**src/rtl/coproc0_intc_if.sv**
```systemverilog
// Bus between the COP0 interrupt controller and its environment: raw lines,
// per-line configuration, stall/ack handshake and the registered request.
interface coproc0_intc_if #(
    parameter int NIRQ = 8,
    parameter int IDXW = 3
);
    logic [NIRQ-1:0] i_irq;
    logic [NIRQ-1:0] i_edge_mode;
    logic [NIRQ-1:0] i_mask;
    logic            i_ie;
    logic            i_core_stall;
    logic            i_ack;
    logic            i_clr;
    logic [IDXW-1:0] i_clr_idx;
    logic [NIRQ-1:0] o_pending;
    logic            o_intr;
    logic [IDXW-1:0] o_intr_idx;

    modport master (
        output i_irq, i_edge_mode, i_mask, i_ie, i_core_stall, i_ack, i_clr, i_clr_idx,
        input  o_pending, o_intr, o_intr_idx
    );

    modport slave (
        input  i_irq, i_edge_mode, i_mask, i_ie, i_core_stall, i_ack, i_clr, i_clr_idx,
        output o_pending, o_intr, o_intr_idx
    );
endinterface

```
**src/rtl/coproc0_intc.sv**
```systemverilog
// Multi-line interrupt capture and fixed-priority request unit for COP0.
// Lines are synchronised, edge lines latch into edge_pend, level lines pass
// straight through; one registered request (line index) is held until the
// exception unit acks it or the request is no longer eligible.
//
//   state | meaning
//   IDLE  | no request presented; may issue when not stalled
//   REQ   | o_intr=1, o_intr_idx frozen until ack or withdraw
module coproc0_intc #(
    parameter int NIRQ        = 8,
    parameter int IDXW        = 3,
    parameter int SYNC_STAGES = 2
) (
    input  logic          clk,
    input  logic          nrst,
    coproc0_intc_if.slave bus
);
    typedef enum logic {IDLE = 1'b0, REQ = 1'b1} state_t;

    state_t          state_q, state_d;
    logic [NIRQ-1:0] s_irq;
    logic [NIRQ-1:0] prev_q;
    logic [NIRQ-1:0] mode_q;
    logic [NIRQ-1:0] edge_pend_q, edge_pend_d;
    logic [NIRQ-1:0] pend_q;
    logic [NIRQ-1:0] pending;
    logic [NIRQ-1:0] elig;
    logic [NIRQ-1:0] idx_sel;
    logic [NIRQ-1:0] sw_clr;
    logic [NIRQ-1:0] ack_clr;
    logic [NIRQ-1:0] mode_clr;
    logic [NIRQ-1:0] edge_set;
    logic [IDXW-1:0] idx_q, idx_d;
    logic [IDXW-1:0] pick;
    logic            withdraw;

    generate
        if (SYNC_STAGES == 0) begin : g_nosync
            assign s_irq = bus.i_irq;
        end else begin : g_sync
            logic [NIRQ-1:0] sync_q [SYNC_STAGES];

            // Shift the raw lines through the synchroniser chain, never stalled
            always_ff @(posedge clk or negedge nrst) begin
                if (!nrst) begin
                    for (int k = 0; k < SYNC_STAGES; k++) sync_q[k] <= '0;
                end else begin
                    sync_q[0] <= bus.i_irq;
                    for (int k = 1; k < SYNC_STAGES; k++) sync_q[k] <= sync_q[k-1];
                end
            end

            assign s_irq = sync_q[SYNC_STAGES-1];
        end
    endgenerate

    // Decode the requested index and the software-clear index to one-hot;
    // clear indices beyond the last line match nothing and are ignored
    always_comb begin
        idx_sel = '0;
        sw_clr  = '0;
        for (int i = 0; i < NIRQ; i++) begin
            idx_sel[i] = (idx_q == IDXW'(i));
            sw_clr[i]  = bus.i_clr && (bus.i_clr_idx == IDXW'(i));
        end
    end

    // Edge capture with clears; a new edge in the same cycle as a clear wins
    always_comb begin
        edge_set    = s_irq & ~prev_q & bus.i_edge_mode;
        ack_clr     = (state_q == REQ && bus.i_ack) ? (idx_sel & bus.i_edge_mode) : '0;
        mode_clr    = (state_q == IDLE) ? (mode_q ^ bus.i_edge_mode) : '0;
        edge_pend_d = (edge_pend_q & ~(ack_clr | sw_clr | mode_clr)) | edge_set;
        pending     = (edge_pend_q & bus.i_edge_mode) | (s_irq & ~bus.i_edge_mode);
        elig        = bus.i_ie ? (pending & bus.i_mask) : '0;
        withdraw    = ~|(idx_sel & elig);
    end

    // Fixed priority: lowest eligible index wins
    always_comb begin
        pick = '0;
        for (int i = NIRQ - 1; i >= 0; i--) begin
            if (elig[i]) pick = IDXW'(i);
        end
    end

    // Request FSM next state; REQ->IDLE->REQ yields the one-cycle re-request gap
    always_comb begin
        state_d = state_q;
        idx_d   = idx_q;
        case (state_q)
            IDLE: begin
                if (!bus.i_core_stall && (|elig)) begin
                    state_d = REQ;
                    idx_d   = pick;
                end
            end
            REQ: begin
                if (bus.i_ack || withdraw) state_d = IDLE;
            end
            default: state_d = IDLE;
        endcase
    end

    // State, index, edge capture and pending registers
    always_ff @(posedge clk or negedge nrst) begin
        if (!nrst) begin
            state_q     <= IDLE;
            idx_q       <= '0;
            prev_q      <= '0;
            mode_q      <= '0;
            edge_pend_q <= '0;
            pend_q      <= '0;
        end else begin
            state_q     <= state_d;
            idx_q       <= idx_d;
            prev_q      <= s_irq;
            mode_q      <= bus.i_edge_mode;
            edge_pend_q <= edge_pend_d;
            pend_q      <= pending;
        end
    end

    assign bus.o_pending  = pend_q;
    assign bus.o_intr     = (state_q == REQ);
    assign bus.o_intr_idx = idx_q;
endmodule

```
**src/flat_wrapper.sv**
```systemverilog
// flat-port wrapper written by rule: the top's interface ports become plain ports
module coproc0_intc_flat 
#(
    parameter int NIRQ        = 8,
    parameter int IDXW        = 3,
    parameter int SYNC_STAGES = 2
)
  (clk, nrst, bus_i_irq, bus_i_edge_mode, bus_i_mask, bus_i_ie, bus_i_core_stall, bus_i_ack, bus_i_clr, bus_i_clr_idx, bus_o_pending, bus_o_intr, bus_o_intr_idx);
  coproc0_intc_if #(.NIRQ(NIRQ), .IDXW(IDXW)) bus_i ();
  input  logic clk;
  input  logic nrst;
  input wire logic [$bits(bus_i.i_irq)-1:0] bus_i_irq;
  input wire logic [$bits(bus_i.i_edge_mode)-1:0] bus_i_edge_mode;
  input wire logic [$bits(bus_i.i_mask)-1:0] bus_i_mask;
  input wire logic [$bits(bus_i.i_ie)-1:0] bus_i_ie;
  input wire logic [$bits(bus_i.i_core_stall)-1:0] bus_i_core_stall;
  input wire logic [$bits(bus_i.i_ack)-1:0] bus_i_ack;
  input wire logic [$bits(bus_i.i_clr)-1:0] bus_i_clr;
  input wire logic [$bits(bus_i.i_clr_idx)-1:0] bus_i_clr_idx;
  output wire logic [$bits(bus_i.o_pending)-1:0] bus_o_pending;
  output wire logic [$bits(bus_i.o_intr)-1:0] bus_o_intr;
  output wire logic [$bits(bus_i.o_intr_idx)-1:0] bus_o_intr_idx;
  assign bus_i.i_irq = bus_i_irq;
  assign bus_i.i_edge_mode = bus_i_edge_mode;
  assign bus_i.i_mask = bus_i_mask;
  assign bus_i.i_ie = bus_i_ie;
  assign bus_i.i_core_stall = bus_i_core_stall;
  assign bus_i.i_ack = bus_i_ack;
  assign bus_i.i_clr = bus_i_clr;
  assign bus_i.i_clr_idx = bus_i_clr_idx;
  assign bus_o_pending = bus_i.o_pending;
  assign bus_o_intr = bus_i.o_intr;
  assign bus_o_intr_idx = bus_i.o_intr_idx;
  coproc0_intc #(.NIRQ(NIRQ), .IDXW(IDXW), .SYNC_STAGES(SYNC_STAGES)) u_core (.clk(clk), .nrst(nrst), .bus(bus_i));
endmodule
```
**config.mk**
```make
export PLATFORM = sky130hd
export DESIGN_NAME = coproc0_intc_flat
export DESIGN_NICKNAME = d
export VERILOG_FILES = /design/src/rtl/coproc0_intc_if.sv /design/src/rtl/coproc0_intc.sv /design/src/flat_wrapper.sv
export SDC_FILE = /design/constraint.sdc
export NUM_CORES = 1
export LEC_CHECK = 0
export CAP_MARGIN = 20
export CORE_MARGIN = 2
export CORE_UTILIZATION = 52
export CTS_BUF_LIST = sky130_fd_sc_hd__clkbuf_8
export CTS_CLUSTER_SIZE = 8
export DETAILED_ROUTE_END_ITERATION = 8
export HOLD_SLACK_MARGIN = 0.15
export PLACE_DENSITY = 0.79
export SLEW_MARGIN = 20
export SYNTH_ARGS = -nofsm -noshare
export SYNTH_HDL_FRONTEND = slang
export SYNTH_SLANG_ARGS = --single-unit
```
**constraint.sdc**
```tcl
create_clock -name clk -period 2.7 [get_ports clk]
set_clock_uncertainty 0.05 [all_clocks]
set_input_delay 0.405 -clock clk [delete_from_list [all_inputs] [get_ports clk]]
set_output_delay 0.405 -clock clk [all_outputs]
set_load 0.01 [all_outputs]
```
==> results of run 1 <==
-- synth_stat cells, types with 2 or more instances --
cell,count,share of area (%)
o22ai_1,4,1.2
nor2_1,19,3.3
o211ai_1,2,0.70
a21oi_1,5,1.2
and4_1,2,0.82
a31oi_1,4,1.2
dfrtp_1,52,61
a211oi_1,3,1.1
o31ai_1,2,0.70
clkbuf_1,4,0.70
nor2b_1,6,1.8
nand2_1,10,1.8
o221ai_1,4,1.6
inv_1,18,3.2
and3_1,6,1.8
nand2b_1,3,0.88
mux2_2,4,2.1
nor4_2,2,1.2
o21ai_0,12,2.8
nand3_1,7,1.6
mux2i_1,2,0.94
mux2_4,3,2.1
o2bb2ai_1,3,1.2
-- logic make-up after synthesis --
family	after synthesis
compound gates	46
buf+inv	23
flops	52
mux	9
simple gates	62
-- state kept, by name, indices dropped and copies added (netlist names) --
name and flops:
u_core.bus.o_intr 1, u_core.bus.o_intr_idx 3, u_core.bus.o_pending 8, u_core.edge_pend_q 8, u_core.g_sync.sync_q 8, u_core.mode_q 8
u_core.prev_q 8, u_core.s_irq 8
-- report_power, final --
part	switching [mW]	total (mW)	leakage, nW	internal (mW)
combinational	0.171	0.378	0.597	0.207
clock	0.253	0.556	0.0614	0.303
sequential	0.0977	0.950	0.625	0.852
total	0.521	1.88	1.28	1.36
-- through the flow --
step / hold WS [ns] / power, mW
2_1_floorplan: 0.0594 / 1.13
3_3_place_gp: 0.283 / 1.33
3_5_place_dp: 0.286 / 1.34
4_1_cts: 0.307 / 1.89
5_1_grt: 0.315 / 1.98
6_report: 0.303 / 1.88
-- cell usage in the layout, fill, tap and decap left out, drive strengths merged, types with 5 or more instances in the layout --
cell type,Yosys,layout
clkdlybuf4s50,0,43
a21oi,5,5
nand2,10,10
nand3,7,7
mux2,7,7
and3,7,7
o21ai,12,12
nor2b,6,6
dfrtp,52,52
buf,1,12
nor2,19,19
inv,18,18
clkbuf,4,6
-- worst max-delay path: cells and delay by family --
| family | cells | cell delay (ns) |
|---|---|---|
| and+or+nand+nor | 2 | 0.69 |
| buffers and inverters | 1 | 0.51 |
| AOI/OAI and AO/OA | 2 | 0.48 |
| muxes | 1 | 0.33 |
-- worst min-delay path by stage --
stage	from	end	slack (ns)	cells after the start
2_1_floorplan	nrst	u_core.bus.o_intr	0.06	0
4_1_cts	u_core.g_sync.sync_q[9]	u_core.s_irq[1]	0.31	0
5_1_grt	u_core.g_sync.sync_q[12]	u_core.s_irq[4]	0.32	0
3_3_place_gp	u_core.g_sync.sync_q[12]	u_core.s_irq[4]	0.28	0
6_report	u_core.g_sync.sync_q[9]	u_core.s_irq[1]	0.30	0
3_5_place_dp	u_core.g_sync.sync_q[9]	u_core.s_irq[1]	0.29	0
-- layout make-up --
| class | count | area, µm² | share of cell area (%) |
|---|---|---|---|
| Clock buffer | 6 | 82.6 | 2.92 |
| Clock inverter | 2 | 38.8 | 1.37 |
| Inverter | 18 | 67.6 | 2.39 |
| Multi-Input combinational cell | 117 | 752 | 26.5 |
| Sequential cell | 52 | 1300 | 45.9 |
| Tap cell | 50 | 62.6 | 2.21 |
| Timing Repair Buffer | 56 | 528 | 18.6 |
-- per-layer routing --
| layer | vias to the layer above | wire length (µm) |
|---|---|---|
| li1 | 796 | - |
| met5 | - | 0 |
| met2 | 60 | 2260 |
| met4 | 0 | 92 |
| met3 | 8 | 283 |
| met1 | 816 | 2050 |
==> results.cfg, run 1 <==
[run_status]
status = finished clean

[sta]
layout_min_cycle_time_ns = 2.26
setup_viol = 0
grt_setup_unrepaired = false
fin_tns_setup_ns = 0
hold_violations = 0
post-route-period-util_pct = 83.9
setup_ws_ns = 0.436
worst_pin_slew_ns = 0.594
relSlewSlack_pct = 60.4
max_freq_ghz = 0.442
slew_violations = 0

[finish]
antenna_cells = 0
layout.nets = 283
fin_util_pct = 71.3
instances_no_fill = 301
stdcell_area_mm2 = 0.00283
areaGrowthSynthToFinish_pct = 32.3
drive_above_1_share_pct = 12.0
fillerInstances = 310

[clock_tree]
cts_setup_buffers = 0
ctsHoldBuffers = 1
htreeDepth = 2
cts_resized = 0
cts_buffers = 5
cts_tree = done
cts.sinks = 52
cts_buffer_depth = 2
clk_latency_ns = 0.31
root_buffer = clkbuf_8
path_clk_slew_ns = 0.09

[route]
drt_pass1_iterations = 4
dr.first_iter.drc_count = 182
vias = 1680
ant_nets = 0
drc = 0
wirelength_mm = 4.68
vias_per_cell = 5.58
wl_per_cell_um = 15.6

[pwr]
worst_ir_drop_vdd_mv = 0.377
p_per_area_mw_per_mm2 = 665
power.leakage_nw = 1.28

[global_route]
grt_max_degree = 28
grt_use_met3_pct = 6.25
grt_use_met1_pct = 28.8
first_global_vias = 1564
antenna_found_initial = 0
grt_overflow = 0
grt-busiest-layer = met2
grt_util_met2_pct = 35.8
grt_pass1_wl_mm = 7.43
grt_use_total_pct = 22.5

[synth]
avgSynthCellArea_um2 = 11.2
ys_seq_area_share_pct = 60.8
synth_xor_area_share_pct = 0
synth_cells = 192
synth_edf_count = 0
synth-main-ff-cell = dfrtp_1
ys_types = 38
synthAdderAreaFrac_pct = 0
synth_warnings = 0
synth_area_mm2 = 0.00214
synth_top_family_by_area = simple AND/OR/NAND/NOR gates
ys_async_sr_fraction_pct = 100
synth_nets = 225
ys_seq_elements = 52
synthMuxAreaShare_pct = 5.14
yosys.area_share.simple_pct = 15.4
synth_compound_area_share_pct = 14.6

[setup_path]
r2r_setup_slack_ns = 0.68
crit_fanout = 3
arrival_ns = 2.42
slowest_stage = clkdlybuf4s50_1
cp_cell_sequence = clkdlybuf4s50_1 > mux2_4 > and3_1 > a32o_1 > or4_1 > a31o_1
crit_end = u_core.bus.o_intr
cp-start-kind = input port
r2r_cells = 5
setup.worst_path.end_class = flop
r2r_start = u_core.s_irq[6]
reg2reg_to = u_core.bus.o_intr
startpoint = bus_i_edge_mode[4]
cpPeakStageDelay_ns = 0.51
critPathKind = in2reg
required_ns = 2.85

[floorplanning]
rows = 23
dieArea_mm2 = 0.00465
start_util_pct = 53.9
fp.dieH_um = 68.2
io_pins = 45
core_mm2 = 0.00397
die_w_um = 68.2

[place]
placed_cell_area_mm2 = 0.00270
hpwl_mm = 3.41
dp.cells = 292
place_congestion = 0.890
place_ws_ns = 0.113
port_buffers = 44

[worst_hold_path]
hold_class = reg2reg

[run]
max_cap_viol_count = 0
Note: power is estimated with default switching activity, not from simulation.
==> run 2, diff against run 1 <==
==> constraint.sdc (replaced) <==
create_clock -name clk -period 2.1 [get_ports clk]
set_clock_uncertainty 0.05 [all_clocks]
set_input_delay 0.315 -clock clk [delete_from_list [all_inputs] [get_ports clk]]
set_output_delay 0.315 -clock clk [all_outputs]
set_load 0.01 [all_outputs]
==> run 2 against run 1 <==
  * Clock power grew 6.8%
  * Sequential power up 25%
  * Die area stayed put
  * Hold slack worse by 0.0070 ns
  * Wire length increased by 8.9%
  * Critical path type is now reg2reg
  * Non-clock buffer count rose by 12
  * Flip-flop and latch count unchanged
  * Combinational power up 55%
  * Register-to-register slack worse by 0.61 ns
  * Largest power group unchanged
==> results.cfg, run 2 (synthesis results as in run 1) <==
[run_status]
status = finished clean

[global_route]
grt_pass1_wl_mm = 8.37
first_global_vias = 1815
grt_use_met3_pct = 5.10
grt_use_total_pct = 25.0
grt_max_degree = 28
grt_overflow = 0
grt-busiest-layer = met2
grt_use_met1_pct = 31.0
antenna_found_initial = 0
grt_util_met2_pct = 42.7

[route]
vias_per_cell = 5.60
drc = 0
wirelength_mm = 5.10
dr.first_iter.drc_count = 316
wl_per_cell_um = 16.3
vias = 1752
ant_nets = 0
drt_pass1_iterations = 4

[worst_hold_path]
hold_class = in2reg
holdPathStages = 2

[sta]
grt_setup_unrepaired = false
layout_min_cycle_time_ns = 2.03
worst_hold_slack_ns = 0.296
slew_violations = 0
setup_viol = 0
worst_pin_slew_ns = 0.567
post-route-period-util_pct = 96.5
relSlewSlack_pct = 62.2
max_freq_ghz = 0.493
hold_violations = 0

[finish]
drive_above_1_share_pct = 16.7
antenna_cells = 0
fillerInstances = 289
layout.nets = 295
layout_commonest_cell = dfrtp_1
stdcell_area_mm2 = 0.00293
areaGrowthSynthToFinish_pct = 36.9
final_cell_mix = 52 x dfrtp_1, 37 x clkdlybuf4s50_1, 22 x buf_4
fin_util_pct = 73.8

[clock_tree]
cts_buffers = 5
clk_latency_ns = 0.31
cts_tree = done
root_buffer = clkbuf_8
cts_buffer_depth = 2
path_clk_slew_ns = 0.09
htreeDepth = 2
cts_setup_buffers = 0
cts.sinks = 52

[setup_path]
r2r_cells = 5
crit_fanout = 3
arrival_ns = 2.18
critPathKind = reg2reg
setup.worst_path.end_class = flop
required_ns = 2.25
cp-start-kind = flop

[floorplanning]
start_util_pct = 53.9
core_mm2 = 0.00397
dieArea_mm2 = 0.00465
rows = 23
die_w_um = 68.2
io_pins = 45
fp.dieH_um = 68.2

[pwr]
p_per_area_mw_per_mm2 = 807
worst_ir_drop_vdd_mv = 0.518
power.leakage_nw = 1.37

[run]
max_cap_viol_count = 0

[place]
port_buffers = 44
place_congestion = 0.874
hpwl_mm = 3.82
placed_cell_area_mm2 = 0.00280
[run 2: cell count changes in the layout (fill, tap and decap cells not counted), moves of 2 or more]
cell,delta
clkdlybuf4s50_1,-6
dlygate4sd2_1,+5
buf_4,+11
mux2_4,+2
mux2_2,-2
[run 2: critical path, cell delays in order, from the launching register on]
cell and delay (ns):
dfrtp_1 0.40, mux2_4 0.28, and3_4 0.18, a41o_1 0.23, or4_1 0.54, a31o_1 0.24
[run 2: layer usage]
layer  part of all wire, %  vias up  wire length (µm)
met3                   5.4       10               277
li1                      -      824                 -
met4                   2.1        0               106
met1                    42      862              2120
met2                    51       56              2590
met5                     0        -                 0
[run 2: cell type report]
| class | instances | area (µm²) | area share, % |
|---|---|---|---|
| clock inverters | 2 | 13.8 | 0.469 |
| clock buffers | 6 | 82.6 | 2.82 |
| well taps | 50 | 62.6 | 2.13 |
| flip-flops and latches | 52 | 1300 | 44.4 |
| repair buffers | 68 | 627 | 21.4 |
| multi-input cells | 117 | 777 | 26.5 |
| inverters | 18 | 67.6 | 2.30 |
[run 2: final timing paths]
kind | start | end | slack (ns)
setup / recovery | u_core.s_irq[6] | u_core.bus.o_intr | 0.07
hold reg to reg | u_core.g_sync.sync_q[12] | u_core.s_irq[4] | 0.31
max in group asynchronous | nrst | u_core.bus.o_intr_idx[1] | 0.99
min in group asynchronous | nrst | u_core.s_irq[4] | 0.48
setup reg to reg | u_core.s_irq[6] | u_core.bus.o_intr | 0.07
hold / removal | bus_i_edge_mode[3] | u_core.mode_q[3] | 0.30
[run 2: through the flow]
stage / worst slack, ns / setup TNS, ns / total power, mW / cells
2_1_floorplan: 0.179 / 0 / 1.45 / 192
3_3_place_gp: -0.343 / -1.14 / 1.75 / 304
3_5_place_dp: -0.370 / -1.32 / 1.78 / 304
4_1_cts: 0.0474 / 0 / 2.38 / 313
5_1_grt: 0.0175 / 0 / 2.49 / 313
6_report: 0.0725 / 0 / 2.37 / 313
[run 2: power by group]
part           leakage, nW  total (mW)  internal [mW]  switching, mW
logic                0.690       0.586          0.309          0.277
registers            0.625        1.19           1.10         0.0890
clock network       0.0516       0.594          0.270          0.325
[run 2: repair_timing]
action,4_1_cts,5_1_grt
hold buffers,1,0
setup endpoints to repair,2,1
hold endpoints to repair,25,0
gates resized for setup,10,1
==> RTL edit, RTL diff (settings of run 1) <==
`IDXW` is set to 3 in 3 places; all go to 4.
--- a/src/rtl/coproc0_intc_if.sv
+++ b/src/rtl/coproc0_intc_if.sv
@@ -2,7 +2,7 @@
 // per-line configuration, stall/ack handshake and the registered request.
 interface coproc0_intc_if #(
     parameter int NIRQ = 8,
-    parameter int IDXW = 3
+    parameter int IDXW = 4
 );
     logic [NIRQ-1:0] i_irq;
     logic [NIRQ-1:0] i_edge_mode;
--- a/src/rtl/coproc0_intc.sv
+++ b/src/rtl/coproc0_intc.sv
@@ -8,7 +8,7 @@
 //   REQ   | o_intr=1, o_intr_idx frozen until ack or withdraw
 module coproc0_intc #(
     parameter int NIRQ        = 8,
-    parameter int IDXW        = 3,
+    parameter int IDXW        = 4,
     parameter int SYNC_STAGES = 2
 ) (
     input  logic          clk,
--- a/src/flat_wrapper.sv
+++ b/src/flat_wrapper.sv
@@ -2,7 +2,7 @@
 module coproc0_intc_flat 
 #(
     parameter int NIRQ        = 8,
-    parameter int IDXW        = 3,
+    parameter int IDXW        = 4,
     parameter int SYNC_STAGES = 2
 )
   (clk, nrst, bus_i_irq, bus_i_edge_mode, bus_i_mask, bus_i_ie, bus_i_core_stall, bus_i_ack, bus_i_clr, bus_i_clr_idx, bus_o_pending, bus_o_intr, bus_o_intr_idx);
Interface: changed (resized bus_i_clr_idx and bus_o_intr_idx); port bits go from 45 to 47. No check against the original RTL was run, so the function may have changed too.
==> RTL edit against run 1 <==
  * Routed wire length down 0.85%
  * Area after synthesis down 1.7%
  * Final cell count down 6.0%
  * Total power down 3.9%
  * Combinational power down 5%
  * Worst setup slack worse by 0.013 ns
  * Cell area down 3.4%
  * Sequential cell count unchanged
==> RTL edit: results (changes against run 1) <==
Peak VDD IR - 0.441 mV (+17%)
Library cells used by synthesis - 39 (+2.6%)
LEAKAGE - 1.19 nW (-7.5%)
Dpl ws - 0.110 ns (-0.00249 ns)
Share of layout cells above drive strength 1 - 8.58% (-3.4 points)
Power share of the combinational group - 19.9% (-0.2 points)
Compound-gate portion of the synthesized area - 12.7% (-1.8 points)
GRT Total Usage - 23.2% (+0.74 points)
Final Net Count - 266 (-6.0%)
Net Sw Power - 0.000497 W (-4.7%)
Routed via count - 1602 (-4.6%)
Status - finished clean
Post-synth top cells - dfrtp_1, o21ai_0, nand2_1
Post-Syn Nets - 214 (-4.9%)
Xor/xnor cell area share of the yosys netlist - 2.91% (+2.9 points)
# port buffers - 45 (+2.3%)
Post-synthesis mux area share - 5.41% (+0.27 points)
Reg-to-Reg Start - u_core.s_irq[0]
GPL Wtd Cong - 0.928 (+4.3%)
Cells after Synth - 180 (-6.3%)
Routed vias/inst - 5.66 (+1.4%)
Sequential-to-total area share from yosys stat - 61.8% (+1.0 points)
DP Area - 2630 µm² (-2.7%)
Initial drt markers - 216 (+19%)
R2r endpoint - u_core.bus.o_intr_idx[1]
Routed WL - 4.64 mm (-0.85%)
Placed Cells - 275 (-5.8%)
[RTL edit: cell types whose count changed in the layout (fill, tap and decap cells not counted), sizes merged, moves of 5 or more]
| cell | run 1 | this run |
|---|---|---|
| inv | 18 | 10 |
| nand3b | 1 | 8 |
| buf | 12 | 6 |
| nor2 | 19 | 9 |
| nor2b | 6 | 1 |
| xnor2 | 0 | 7 |
| and2 | 0 | 5 |
[RTL edit: critical path, delay by kind of cell]
family / cells / cell delay, ns
AND/OR/NAND/NOR: 1 / 0.25
buffers and inverters: 1 / 0.50
multiplexers: 2 / 0.66
AO/OA/AOI/OAI: 2 / 0.60
[RTL edit: cell type report]
class | count | area [µm²]
Fill cell | 285 | 1210
Clock buffer | 5 | 68.8
Inverter | 9 | 33.8
Multi-Input combinational cell | 114 | 747
Tap cell | 50 | 62.6
Clock inverter | 3 | 38.8
Sequential cell | 52 | 1300
Timing Repair Buffer | 50 | 483
[RTL edit: logic make-up after synthesis]
group,count (synthesis)
buffers and inverters,14
muxes,10
and+or+nand+nor,56
xor gates and xnor gates,7
other,1
AOI/OAI and AO/OA,40
DFF,52
[RTL edit: worst max-delay path by stage]
stage / from / to / slack (ns) / depth (start not counted)
floorplan: bus_i_edge_mode[0] / u_core.bus.o_intr / 0.72 / 5
global placement: bus_i_edge_mode[0] / u_core.bus.o_intr / 0.16 / 6
detailed placement: bus_i_edge_mode[0] / u_core.bus.o_intr_idx[1] / 0.11 / 6
CTS: bus_i_edge_mode[0] / u_core.bus.o_intr_idx[1] / 0.44 / 6
global route: bus_i_edge_mode[0] / u_core.bus.o_intr_idx[1] / 0.38 / 6
finish: bus_i_edge_mode[0] / u_core.bus.o_intr_idx[1] / 0.42 / 6
[RTL edit: metal layers]
metal	share of wire, %	vias to the layer above	GRT usage, %
li1	-	737	-
met1	44	765	32.0
met2	46	87	33.8
met3	7.5	13	6.83
met4	2.7	0	10.7
met5	0	-	0
[RTL edit: power groups by stage]
stage	logic, W	registers, W	clock network, W
CTS	0.000358	0.000933	0.000521
global placement	0.000346	0.000944	0
global route	0.000397	0.000947	0.000553
detailed placement	0.000355	0.000948	0
finish	0.000359	0.000936	0.000514
floorplan	0.000183	0.000919	0
[RTL edit: per-stage QoR]
stage | util, % | hold WS (ns)
after floorplan | - | 0.0594
after global placement | 66.6 | 0.282
after detailed placement | 66.6 | 0.286
after CTS | 69.4 | 0.171
after global routing | 69.4 | 0.202
final | 69.4 | 0.144
